<file path="src/rtl/elastic_stage_reg.sv">
// elastic_stage_reg: valid/ready pipeline stage with 2-entry skid buffer, flush-to-bubble and sticky halt
module elastic_stage_reg #(
    parameter int              DATA_W     = 32,
    parameter logic [DATA_W-1:0] BUBBLE_VAL = '0,
    parameter bit              HALT_EN    = 1'b1,
    parameter logic [DATA_W-1:0] HALT_VAL   = DATA_W'('h6F)
) (
    input  logic              clk,
    input  logic              rst,
    input  logic              i_valid,
    output logic              o_ready,
    input  logic [DATA_W-1:0] i_data,
    output logic              o_valid,
    input  logic              i_ready,
    output logic [DATA_W-1:0] o_data,
    input  logic              i_flush,
    output logic [1:0]        o_count,
    output logic              o_halt
);
    typedef enum logic [1:0] {EMPTY = 2'd0, ONE = 2'd1, TWO = 2'd2} state_t;
    state_t            r_state, w_next;
    logic [DATA_W-1:0] r_main, r_skid;
    logic              r_halt;
    logic              w_in, w_out, w_load_main, w_skid_to_main, w_load_skid, w_halt_set;
    assign o_ready = (r_state != TWO) && !r_halt;
    assign o_valid = r_state != EMPTY;
    assign o_data  = o_valid ? r_main : BUBBLE_VAL;
    assign o_count = r_state;
    assign o_halt  = r_halt;
    assign w_in    = i_valid && o_ready;
    assign w_out   = o_valid && i_ready;
    // A flush discards same-cycle transfers, so a matching payload does not raise halt.
    assign w_halt_set = HALT_EN && w_in && !i_flush && (i_data == HALT_VAL);
    always_comb begin
        w_next         = r_state;
        w_load_main    = 1'b0;
        w_skid_to_main = 1'b0;
        w_load_skid    = 1'b0;
        case (r_state)
            EMPTY: begin
                w_next      = w_in ? ONE : EMPTY;
                w_load_main = w_in;
            end
            ONE: begin
                w_next      = (w_in && !w_out) ? TWO : (!w_in && w_out) ? EMPTY : ONE;
                w_load_main = w_in && w_out;
                w_load_skid = w_in && !w_out;
            end
            TWO: begin
                w_next         = w_out ? ONE : TWO;
                w_skid_to_main = w_out;
            end
            default: w_next = EMPTY;
        endcase
        if (i_flush)
            w_next = EMPTY;
    end
    always_ff @(posedge clk) begin
        if (rst) begin
            r_state <= EMPTY;
            r_halt  <= 1'b0;
            r_main  <= BUBBLE_VAL;
            r_skid  <= BUBBLE_VAL;
        end else begin
            r_state <= w_next;
            if (w_load_main)
                r_main <= i_data;
            else if (w_skid_to_main)
                r_main <= r_skid;
            if (w_load_skid)
                r_skid <= i_data;
            if (w_halt_set)
                r_halt <= 1'b1;
        end
    end
endmodule

</file>
<file path="config.mk">
export PLATFORM = sky130hd
export DESIGN_NAME = elastic_stage_reg
export DESIGN_NICKNAME = d
export VERILOG_FILES = /design/src/rtl/elastic_stage_reg.sv
export SDC_FILE = /design/constraint.sdc
export NUM_CORES = 1
export LEC_CHECK = 0
export ABC_AREA = 1
export CORE_MARGIN = 3
export CORE_UTILIZATION = 54
export DETAILED_ROUTE_END_ITERATION = 10
export PLACE_DENSITY = 0.89
export SETUP_SLACK_MARGIN = 0.05
export SKIP_CTS_REPAIR_TIMING = 1
export SLEW_MARGIN = 20
export SYNTH_ARGS = -nofsm -noshare
export SYNTH_HDL_FRONTEND = slang
export SYNTH_SLANG_ARGS = --single-unit
</file>
<file path="constraint.sdc">
create_clock -name clk -period 2.6 [get_ports clk]
set_input_delay 0.39 -clock clk [delete_from_list [all_inputs] [get_ports clk]]
set_output_delay 0.39 -clock clk [all_outputs]
set_load 0.05 [all_outputs]
</file>
# Word level (Yosys, flattened, before mapping)
# Cells that the tools add are included.
# op_classes
eq_ne	4
muxes	11
reduce_logical	16
# ops
operator	n
32-bit 2-to-1 mux	3
32-bit by 7-bit == test with 1-bit output (second input constant)	1
1-bit logical AND	8
2-bit case mux with 3 select lines	1
1-bit zero test	4
1-bit 2-to-1 mux	4
2-bit 2-to-1 mux	2
2-bit nonzero test	2
2-bit by 1-bit == test with 1-bit output (second input constant)	1
2-bit == test (second input constant)	1
2-bit zero test	1
2-bit != test (second input constant)	1
1-bit case mux with 2 select lines	1
2-bit OR reduction	1
# totals
register_bits	67
output_inout_bits	37
word_cells	35

# Logic depth before layout (Yosys ltp)
# logic_depth
word_depth	8
depth_mapped	8
depth_no_buf	7

# Least setup slack after synthesis
# Ideal clock, no wire load.
# synth_path
kind	register to output
from	register r_state[1], in the netlist o_count[1]
to	output o_data[22]
t_arrival_ns	1.851
required_time_ns	2.210
setup_slack_ns	0.359
path_stages_with_launch	4
n_path_buf	1
path_cell_list	dfxtp_1 nor2_1 clkbuf_1 nor2_1
# synth_between
elab_chain_len	2
# synth_rtl
item	line	text
start, declared	21	state_t r_state, w_next;
start signal, assigned	65	r_state <= w_next;
2-bit nonzero test	26	assign o_valid = r_state != EMPTY;
32-bit 2-to-1 mux	27	assign o_data = o_valid ? r_main : BUBBLE_VAL;
end, declared	15	output logic [DATA_W-1:0] o_data,
# Every way passes these cells.

# Worst setup path after layout
# layout_path
from	register r_state[1], in the netlist o_count[1]
to	output o_data[0]
# Same word-level chain as after synthesis.

==> implementation parameters <==
Parameter                              Value

Run status
  Run status    finished clean

Layout
  Post-layout net count    589
  Total inserted antenna cells    0
  Area delta synth->final    29.3%
  Final core area utilization    0.731
  Filler Cells Inserted    437
  Non-Filler Instances    626
  Share of cells above drive strength 1    0.0560

Clock tree
  Number of buffers on the longest clock path    2
  Inserted Clock Buffers    9
  Root Driver    sky130_fd_sc_hd__clkbuf_8
  CTS clk-pin slew, worst paths    0.06 ns
  Later-pin clock latency in the skew report    0.34 ns
  CTS sink count    67
  CTS H-Tree Depth    3
  Clock tree from TritonCTS    done

Synthesis
  Number of warning messages in the yosys log    0
  Most common cell in the synthesized netlist    sky130_fd_sc_hd__nor2_1
  Mean area per synthesized cell    6.51 µm²
  Seq cells post-synth    67
  Cell types occupying the most area after synthesis    sky130_fd_sc_hd__dfxtp_1 43%, sky130_fd_sc_hd__nor2_1 13%, sky130_fd_sc_hd__nand2_1 13%
  Nets in the synthesized netlist    521
  Top cell types by occurrence after synthesis    113 x sky130_fd_sc_hd__nor2_1, 111 x sky130_fd_sc_hd__nand2_1, 67 x sky130_fd_sc_hd__dfxtp_1, 52 x sky130_fd_sc_hd__inv_1
  Async set-reset flop share out of synthesis    0
  Share of synthesized area occupied by flip-flops and latches    0.425
  Share of the synthesized area in the top cell type    0.425
  Cell area after synthesis    3150 µm²
  Synthesized instance count    484
  Primary flip-flop cell chosen by synthesis mapping    sky130_fd_sc_hd__dfxtp_1
  Number of distinct standard cells referenced by the synthesized netlist    21
  Yosys top cell by area    sky130_fd_sc_hd__dfxtp_1
  Number of synthesized flops with an enable pin    0

Route
  Via/cell ratio    5.04
  Post-detailed-route DRC marker count    0
  Final wirelength    8020 µm
  TritonRoute pass-1 iters    4
  Routed WL per cell    12.8 µm
  Post-DRT Antenna Nets    0
  Starting DRC count in detailed routing    285
  Total number of vias    3152

Global routing
  GR Overflow Total    0
  Total track usage    0.251
  Met3 usage in global routing    0.0662
  Maximum number of pins on one net before global-route repair    35
  Fraction of met2 tracks used by global routing    0.425
  GRT met1 Usage    0.298
  Antenna violations before repair    0
  Busiest layer in global routing    met2
  Global-route wire length before repair    13100 µm
  Vias in the first global route    2970

Placed design
  Routability congestion estimate from global placement    0.813
  Count of input and output buffers    73
  Post-detail-place hpwl    5380 µm
  Placed Cells incl. Taps    613

Power
  Standby leakage power    1.55 nW
  Cell area power density    518 nW/µm²
  Max IR drop VDD    313 µV
  Total Power Consumption    2.11 mW

Floorplan
  Die Span Y    82.4 µm
  Core area    5570 µm²
  Die footprint    6790 µm²
  Num ports    74
  Standard-cell rows    27
  Chip width    82.4 µm
  Initial Utilization    0.566

Worst setup path
  Reg2Reg Launch Point    o_count[0]$_SDFF_PP0_
  Delay-heaviest family, CP    buffers and inverters
  Crit path capture type    output pin
  Worst Reg-to-Reg Cells    8
  FF-to-FF End    r_main[27]$_SDFFE_PP0P_
  CP Class    flop to output pin
  Maximum fanout along the worst path    22
  Sort of element at the start of the critical path    flop
  Worst setup path endpoint    o_data[0]
  WP depth    4
  Reg-to-reg slack, setup    0.77 ns
  Startpoint of the most critical setup path    o_count[1]$_SDFF_PP0_
  Bufs and invs on worst path    2
  CP Data Required Time    2.21 ns
  List of cells traversed by the critical path    nor2_2 > buf_4 > nor2_1 > clkdlybuf4s50_1
  CP max stage cell    sky130_fd_sc_hd__clkdlybuf4s50_1
  Arrival time of data at the critical path endpoint    2.12 ns
  Slowest Stage Delay on Critical Path    0.82 ns

Timing
  Fin. Hold Viols    0
  Final Slew Violations    0
  RSZ-0062 raised after global routing    no
  Layout Skew    0.00519 ns
  Min Tclk post-route    2.51 ns
  Part of the cycle the worst path needs    0.964
  Total negative setup slack    0 ns
  Worst slew slack as a fraction of its limit    0.421
  Final count of negative-setup-slack endpoints    0
  Slew at the pin closest to its max-slew limit    0.867 ns
  F_max    399 MHz

Worst hold path
  Hold/Removal Path Class    flop to flop

Run
  Total of max-cap violations    0
[layout make-up]
type | count | area [µm²] | share of cell area
Tap cell | 72 | 90.1 | 0.0221
Sequential cell | 67 | 1340 | 0.329
Timing Repair Buffer | 82 | 798 | 0.196
Clock buffer | 13 | 149 | 0.0365
Multi-Input combinational cell | 336 | 1490 | 0.365
Inverter | 56 | 210 | 0.0516
[placed cells by master, fill, tap and decap left out, drive strengths merged]
cell	n
nor2	116
nand2	112
clkdlybuf4s50	73
dfxtp	67
inv	56
a21oi	34
o21ai	33
and2	32
clkbuf	13
buf	9
nand3	4
nand4	1
a211oi	1
a21boi	1
nor3	1
nand3b	1
[metal layers]
metal	vias to the layer above	wire, µm
met2	121	3890
met4	0	129
met3	12	613
met1	1427	3390
li1	1592	-
met5	-	0
[cells by family after synthesis]
kind of cell,share of synthesized area
DFF,0.425
and+or+nand+nor,0.359
AOI/OAI and AO/OA,0.112
buffers and inverters,0.104
[per-stage QoR]
stage          instance area, µm²  hold slack [ns]  setup WS, ns
6_report                     4080            0.464        0.0945
5_1_grt                      4080            0.482        0.0541
4_1_cts                      4080            0.465         0.101
3_5_place_dp                 3930            0.455         0.380
3_3_place_gp                 3930            0.451         0.445
2_1_floorplan                3150            0.444         0.359
[how the worst min path moves through the flow]
stage               cells past startpoint                       to               startpoint
finish                                  2  r_main[24]$_SDFFE_PP0P_  r_main[24]$_SDFFE_PP0P_
global placement                        2  r_main[26]$_SDFFE_PP0P_  r_main[26]$_SDFFE_PP0P_
detailed placement                      2  r_main[26]$_SDFFE_PP0P_  r_main[26]$_SDFFE_PP0P_
floorplan                               2   r_main[3]$_SDFFE_PP0P_   r_main[3]$_SDFFE_PP0P_
CTS                                     2  r_main[26]$_SDFFE_PP0P_  r_main[26]$_SDFFE_PP0P_
global route                            2  r_main[28]$_SDFFE_PP0P_  r_main[28]$_SDFFE_PP0P_
[power breakdown]
| group | leakage, nW | switching, mW | total (mW) | internal (mW) |
|---|---|---|---|---|
| combinational | 0.929 | 0.177 | 0.308 | 0.131 |
| clock | 0.0754 | 0.353 | 0.711 | 0.358 |
| sequential | 0.547 | 0.0236 | 1.09 | 1.07 |
[sequential cells by signal, summed over array words and instances (netlist names)]
register  flops
o_count       2
o_halt        1
r_main       32
r_skid       32
[worst min-delay path, cell delays in order (launching register included)]
cell and delay (ns):
sky130_fd_sc_hd__dfxtp_1 0.31, sky130_fd_sc_hd__nand2_1 0.06, sky130_fd_sc_hd__a21oi_1 0.05
(Power assumes the default switching activity.)
